## config.mk

```make
export PLATFORM = sky130hd
export DESIGN_NAME = pico_wb_master
export DESIGN_NICKNAME = d
export VERILOG_FILES = /design/src/rtl/pico_wb_master.sv
export SDC_FILE = /design/constraint.sdc
export NUM_CORES = 1
export LEC_CHECK = 0
export ABC_CLOCK_PERIOD_IN_PS = 2700
export BUFFER_PORTS_ARGS = -buffer_cell sky130_fd_sc_hd__buf_2
export CAP_MARGIN = 5
export CORE_ASPECT_RATIO = 0.5
export CORE_MARGIN = 2
export CORE_UTILIZATION = 45
export CTS_BUF_LIST = sky130_fd_sc_hd__clkbuf_8
export CTS_CLUSTER_DIAMETER = 30
export DETAILED_ROUTE_END_ITERATION = 16
export PLACE_DENSITY = 0.77
export SKIP_CTS_REPAIR_TIMING = 1
export SLEW_MARGIN = 30
export SYNTH_ARGS = -nofsm -noshare
export SYNTH_HDL_FRONTEND = slang
export SYNTH_SLANG_ARGS = --single-unit
```

## constraint.sdc

```tcl
create_clock -name clk -period 2.7 [get_ports clk]
set_input_delay 0.54 -clock clk [delete_from_list [all_inputs] [get_ports clk]]
set_output_delay 0.54 -clock clk [all_outputs]
set_load 0.05 [all_outputs]
```

## src/rtl/pico_wb_master.sv

```systemverilog
// pico_wb_master: bridge from the PicoRV32 native memory port to a pipelined
// Wishbone B4 master. One Wishbone cycle per CPU access, one access in flight.
// Slave errors (and, optionally, bus timeouts) complete the CPU access with
// ERR_RDATA and latch the failing address into sticky status registers.
// Optional feature macro: PICO_WB_TIMEOUT_EN enables the bus-timeout counter.
module pico_wb_master #(
  parameter logic [31:0] WIN_BASE  = 32'h8000_0000,
  parameter logic [31:0] WIN_MASK  = 32'hFFFF_FF00,
  parameter logic [31:0] ERR_RDATA = 32'hDEAD_BEEF,
  parameter int          TIMEOUT   = 64
) (
  input  logic        clk,
  input  logic        i_resetn,
  input  logic        i_mem_valid,
  input  logic [31:0] i_mem_addr,
  input  logic [31:0] i_mem_wdata,
  input  logic [3:0]  i_mem_wstrb,
  output logic        o_hit,
  output logic        o_mem_ready,
  output logic [31:0] o_mem_rdata,
  output logic        o_wb_cyc,
  output logic        o_wb_stb,
  output logic        o_wb_we,
  output logic [31:0] o_wb_addr,
  output logic [31:0] o_wb_data,
  output logic [3:0]  o_wb_sel,
  input  logic [31:0] i_wb_data,
  input  logic        i_wb_ack,
  input  logic        i_wb_stall,
  input  logic        i_wb_err,
  output logic        o_err,
  output logic        o_err_tmo,
  output logic [31:0] o_err_addr,
  input  logic        i_err_clr
);

  typedef enum logic [1:0] {
    ST_IDLE = 2'd0,
    ST_REQ  = 2'd1,
    ST_WAIT = 2'd2,
    ST_DONE = 2'd3
  } state_t;

  state_t      state_q, state_d;
  logic        cyc_q, cyc_d;
  logic        stb_q, stb_d;
  logic        we_q, we_d;
  logic [31:0] addr_q, addr_d;
  logic [31:0] data_q, data_d;
  logic [3:0]  sel_q, sel_d;
  logic        ready_q, ready_d;
  logic [31:0] rdata_q, rdata_d;
  logic        err_q, err_d;
  logic [31:0] err_addr_q, err_addr_d;

  // Completion causes for the current Wishbone cycle
  logic fin_ack, fin_err, fin_tmo;
  logic tmo_hit;

`ifdef PICO_WB_TIMEOUT_EN
  localparam int CW = $clog2(TIMEOUT + 1);
  logic [CW-1:0] tmo_cnt_q, tmo_cnt_d;
  logic          err_tmo_q, err_tmo_d;
  // Counter holds k-1 on the k-th edge after cyc rises; abort on edge TIMEOUT
  assign tmo_hit   = (tmo_cnt_q == CW'(TIMEOUT - 1));
  assign o_err_tmo = err_tmo_q;
`else
  // No counter: a silent slave stalls the CPU forever
  assign tmo_hit   = 1'b0;
  assign o_err_tmo = 1'b0;
`endif

  assign o_hit       = i_mem_valid && ((i_mem_addr & WIN_MASK) == WIN_BASE);
  assign o_mem_ready = ready_q;
  assign o_mem_rdata = rdata_q;
  assign o_wb_cyc    = cyc_q;
  assign o_wb_stb    = stb_q;
  assign o_wb_we     = we_q;
  assign o_wb_addr   = addr_q;
  assign o_wb_data   = data_q;
  assign o_wb_sel    = sel_q;
  assign o_err       = err_q;
  assign o_err_addr  = err_addr_q;

  // Next-state, bus outputs, completion data and sticky error flags
  always_comb begin
    state_d    = state_q;
    cyc_d      = cyc_q;
    stb_d      = stb_q;
    we_d       = we_q;
    addr_d     = addr_q;
    data_d     = data_q;
    sel_d      = sel_q;
    ready_d    = 1'b0;
    rdata_d    = rdata_q;
    err_d      = err_q;
    err_addr_d = err_addr_q;
    fin_ack    = 1'b0;
    fin_err    = 1'b0;
    fin_tmo    = 1'b0;
`ifdef PICO_WB_TIMEOUT_EN
    tmo_cnt_d  = tmo_cnt_q;
    err_tmo_d  = err_tmo_q;
`endif

    // Clear first so that an error in the same cycle overrides it below
    if (i_err_clr) begin
      err_d = 1'b0;
`ifdef PICO_WB_TIMEOUT_EN
      err_tmo_d = 1'b0;
`endif
    end

    case (state_q)
      ST_IDLE: begin
        if (o_hit) begin
          addr_d  = i_mem_addr;
          data_d  = i_mem_wdata;
          we_d    = |i_mem_wstrb;
          sel_d   = (|i_mem_wstrb) ? i_mem_wstrb : 4'hF;
          cyc_d   = 1'b1;
          stb_d   = 1'b1;
          state_d = ST_REQ;
`ifdef PICO_WB_TIMEOUT_EN
          tmo_cnt_d = '0;
`endif
        end
      end
      ST_REQ: begin
`ifdef PICO_WB_TIMEOUT_EN
        tmo_cnt_d = tmo_cnt_q + 1'b1;
`endif
        if (i_wb_err) begin
          fin_err = 1'b1;
        end else if (!i_wb_stall && i_wb_ack) begin
          fin_ack = 1'b1;
        end else if (tmo_hit) begin
          fin_tmo = 1'b1;
        end else if (!i_wb_stall) begin
          // Request accepted; keep cyc open for the response
          stb_d   = 1'b0;
          state_d = ST_WAIT;
        end
      end
      ST_WAIT: begin
`ifdef PICO_WB_TIMEOUT_EN
        tmo_cnt_d = tmo_cnt_q + 1'b1;
`endif
        if (i_wb_err) begin
          fin_err = 1'b1;
        end else if (i_wb_ack) begin
          fin_ack = 1'b1;
        end else if (tmo_hit) begin
          fin_tmo = 1'b1;
        end
      end
      ST_DONE: begin
        state_d = ST_IDLE;
      end
      default: begin
        state_d = ST_IDLE;
      end
    endcase

    // Any completion closes the bus cycle and pulses ready for one cycle
    if (fin_ack || fin_err || fin_tmo) begin
      state_d = ST_DONE;
      cyc_d   = 1'b0;
      stb_d   = 1'b0;
      ready_d = 1'b1;
      if (fin_ack) begin
        rdata_d = we_q ? data_q : i_wb_data;
      end else begin
        rdata_d = ERR_RDATA;
      end
    end

    if (fin_err || fin_tmo) begin
      err_d      = 1'b1;
      err_addr_d = addr_q;
`ifdef PICO_WB_TIMEOUT_EN
      err_tmo_d  = fin_tmo;
`endif
    end
  end

  // State and output registers, asynchronously reset
  always_ff @(posedge clk or negedge i_resetn) begin
    if (!i_resetn) begin
      state_q    <= ST_IDLE;
      cyc_q      <= 1'b0;
      stb_q      <= 1'b0;
      we_q       <= 1'b0;
      addr_q     <= '0;
      data_q     <= '0;
      sel_q      <= '0;
      ready_q    <= 1'b0;
      rdata_q    <= '0;
      err_q      <= 1'b0;
      err_addr_q <= '0;
    end else begin
      state_q    <= state_d;
      cyc_q      <= cyc_d;
      stb_q      <= stb_d;
      we_q       <= we_d;
      addr_q     <= addr_d;
      data_q     <= data_d;
      sel_q      <= sel_d;
      ready_q    <= ready_d;
      rdata_q    <= rdata_d;
      err_q      <= err_d;
      err_addr_q <= err_addr_d;
    end
  end

`ifdef PICO_WB_TIMEOUT_EN
  // Timeout counter and timeout-cause flag
  always_ff @(posedge clk or negedge i_resetn) begin
    if (!i_resetn) begin
      tmo_cnt_q <= '0;
      err_tmo_q <= 1'b0;
    end else begin
      tmo_cnt_q <= tmo_cnt_d;
      err_tmo_q <= err_tmo_d;
    end
  end
`endif

endmodule

```

==> results.toml <==
[floorplan]
effective_utilization_at_floorplan_pct = 46.57
num_rows = 28
core_area_mm2 = 0.01191
design.portCount = 246
die-area_mm2 = 0.01328
die_w_um = 161.0
die_h_um = 82.51

[yosys]
yosysUniqueCellTypes = 35
netlist_area_mm2 = 0.005547
synth.yosys.warnings = 0
synth_ff_type = "sky130_fd_sc_hd__dfrtp_1"
synthDominantAreaCellType = "sky130_fd_sc_hd__dfrtp_1"
yosysSeqAreaShare_pct = 62.71
synth-edff-count = 0
synth_top_area_share_pct = 62.71
synth.avg_cell_area_um2 = 13.27
synthCells = 418
synth.net_count = 529
netlist_top_cells_area = "sky130_fd_sc_hd__dfrtp_1 63%, sky130_fd_sc_hd__mux2_2 14%, sky130_fd_sc_hd__mux2i_1 6.0%"
synth_async_sr_flop_share_pct = 100.0
synth.ff_latch_count = 139

[placement]
place.port_buffers = 244
detailed_place_hpwl_mm = 9.825
placed_cells = 816
post-place-ws_ns = 0.1187
instance_area_at_placement_mm2 = 0.006987
gp_routability_congestion = 0.7996

[sta]
slew_headroom_pct = 57.15
setup_violations = 0
timing.setup.tns_ns = 0
finalCriticalPeriod_ns = 2.508
worst_slew_pin_slew_ns = 0.6344
report.final.hold_viol_count = 0
rsz0062_at_grt = "false"
max_clock_freq_mhz = 398.7
clock-skew-final_ns = 0.009576
final_worst_path_period_share_pct = 92.89
finalMaxSlewViolations = 0
post-route-worst-setup-slack_ns = 0.1920

[clocking]
cts.root.buffer_cell = "sky130_fd_sc_hd__clkbuf_8"
cts.sink_count = 139
cts_htree_levels = 4
clk_latency_ns = 0.42
cts_buffer_depth = 2
cts_inserted_buffers = 17
cts_tree = "built"
clk_transition_reported_paths_ns = 0.08

[drt]
detailedRoute.firstPassIterationCount = 4
wl_mm = 13.76
detailroute.via_count = 4226
average_routed_wire_per_standard_cell_um = 16.20
dr.first_iter.drc_count = 178
route.detailed.vias_per_inst = 4.978
postRouteAntennaNets = 0
drc = 0

[setup_path]
max_stage_delay_ns = 0.38
worst-endpoint-required_ns = 2.16
critical_path.most_common_cell = "sky130_fd_sc_hd__buf_2"
critical_path_arrival_ns = 1.97
crit_fanout = 3
cp_slowest_cell = "sky130_fd_sc_hd__nor4_4"
endpoint_kind = "output port"
critical_path.startpoint_type = "primary input"
worstPathCellList = "buf_2 > nor4b_1 > nand4_1 > nor4_4 > buf_2"
timing_worst_setup_path_type = "in2out"

[pwr]
post-layout-total-power_mw = 4.811
power-per-cell-area_mw_per_mm2 = 650.5
peakVddDrop_mv = 0.2540
leakagePower_nw = 4.181

[layout]
layout_commonest_cell = "sky130_fd_sc_hd__buf_2"
n_antenna_cell = 0
most-common-layout-cells = "243 x sky130_fd_sc_hd__buf_2, 138 x sky130_fd_sc_hd__dfrtp_1, 68 x sky130_fd_sc_hd__mux2_2"
filler_cell_count = 1003
fraction_of_final_layout_cells_with_drive_strength_greater_than_1_pct = 52.78
design.final.nets = 783
area_overhead_vs_synth_pct = 33.34
layoutNonFillerInstCount = 849
finish.instance_area_mm2 = 0.007396

[global_route]
first_pass_grt_wire_length_mm = 21.02
grt_overflow = 0
grt_max_degree = 77
grtUsageTotal_pct = 20.59
antenna_found_initial = 0
vias_in_the_first_global_route = 4176

[outcome]
outcome = "finished clean"

[hold_path]
worstHoldPathType = "in2reg"

[flow_run]
max_cap_violations = 0
-- synth_stat cells (2+ instances only) --
master	count
sky130_fd_sc_hd__dfrtp_1	139
sky130_fd_sc_hd__mux2_2	68
sky130_fd_sc_hd__mux2i_1	33
sky130_fd_sc_hd__nor2_1	29
sky130_fd_sc_hd__a21oi_1	28
sky130_fd_sc_hd__nor2b_1	25
sky130_fd_sc_hd__o21ai_0	16
sky130_fd_sc_hd__nand2_1	11
sky130_fd_sc_hd__inv_1	9
sky130_fd_sc_hd__buf_1	6
sky130_fd_sc_hd__clkbuf_1	5
sky130_fd_sc_hd__nor3_1	5
sky130_fd_sc_hd__nor4_1	5
sky130_fd_sc_hd__buf_2	4
sky130_fd_sc_hd__buf_4	4
sky130_fd_sc_hd__ha_1	4
sky130_fd_sc_hd__mux2_1	4
sky130_fd_sc_hd__or2_2	3
sky130_fd_sc_hd__nand2b_1	2
sky130_fd_sc_hd__nor4b_1	2
sky130_fd_sc_hd__o21ai_1	2
-- power by group --
part	switching (mW)	internal [mW]	total, mW	leakage (nW)
logic	0.667	0.268	0.934	2.08
registers	0.0561	2.19	2.25	1.92
clock network	0.811	0.819	1.63	0.184
total	1.53	3.28	4.81	4.18
-- cell families (layout without fill, tap and decap cells) --
logic type,after synthesis,in the layout,share of synthesized area (%)
flip-flops,139,139,62.71
multiplexers,105,105,20.57
AND/OR/NAND/NOR,85,85,7.850
AO/OA/AOI/OAI,54,54,5.369
buffers and inverters,30,296,2.526
adder cells (fa/ha/maj),4,4,0.9024
other,1,1,0.06761
-- routing by layer --
metal	routed length, µm	GRT usage [%]
met5	0	0
met4	331	9.375
met3	521	4.246
met2	7032	35.62
met1	5873	25.69
-- worst max-delay path: cells and delay by family --
family        cells  cell delay, ns
buf+inv           2            0.44
simple gates      3            0.99
-- per-stage QoR --
step | hold slack, ns | util (%)
CTS | -0.009907 | 61.87
floorplan | 0.2444 | -
global route | 0.2845 | 62.09
global placement | 0.4490 | 58.66
finish | 0.2957 | 62.09
detailed placement | 0.4552 | 58.66
-- cell type report --
type                    count  area (µm²)  share of cell area (%)
repair buffers            255        1338                   18.08
clock inverters            14       148.9                   2.013
flip-flops and latches    139        3480                   47.05
clock buffers              17       234.0                   3.164
well taps                 165       206.4                   2.791
multi-input cells         249        1952                   26.39
inverters                  10       37.54                  0.5075
-- state kept, by name, indices dropped and copies added, names as in the netlist --
name,count
o_wb_addr,32
o_wb_stb,1
o_wb_data,32
o_mem_rdata,32
o_mem_ready,1
state_q,2
o_err,1
o_err_addr,32
o_wb_cyc,1
o_wb_we,1
o_wb_sel,4
-- worst paths after layout --
check | from | to | slack, ns | cells after the start
setup / recovery | i_mem_addr[8] | o_hit | 0.19 | 5
setup reg to reg | state_q[1]$_DFFE_PN0P_ | o_wb_stb$_DFFE_PN0P_ | 0.53 | 9
min in group asynchronous | i_resetn | o_mem_rdata[2]$_DFFE_PN0P_ | 0.58 | 2
hold / removal | i_err_clr | o_err$_DFFE_PN0P_ | 0.30 | 2
hold reg to reg | o_mem_rdata[14]$_DFFE_PN0P_ | o_mem_rdata[14]$_DFFE_PN0P_ | 0.48 | 2
max in group asynchronous | i_resetn | o_mem_rdata[19]$_DFFE_PN0P_ | 1.40 | 3
No activity file was read; power rests on OpenSTA's default activity.
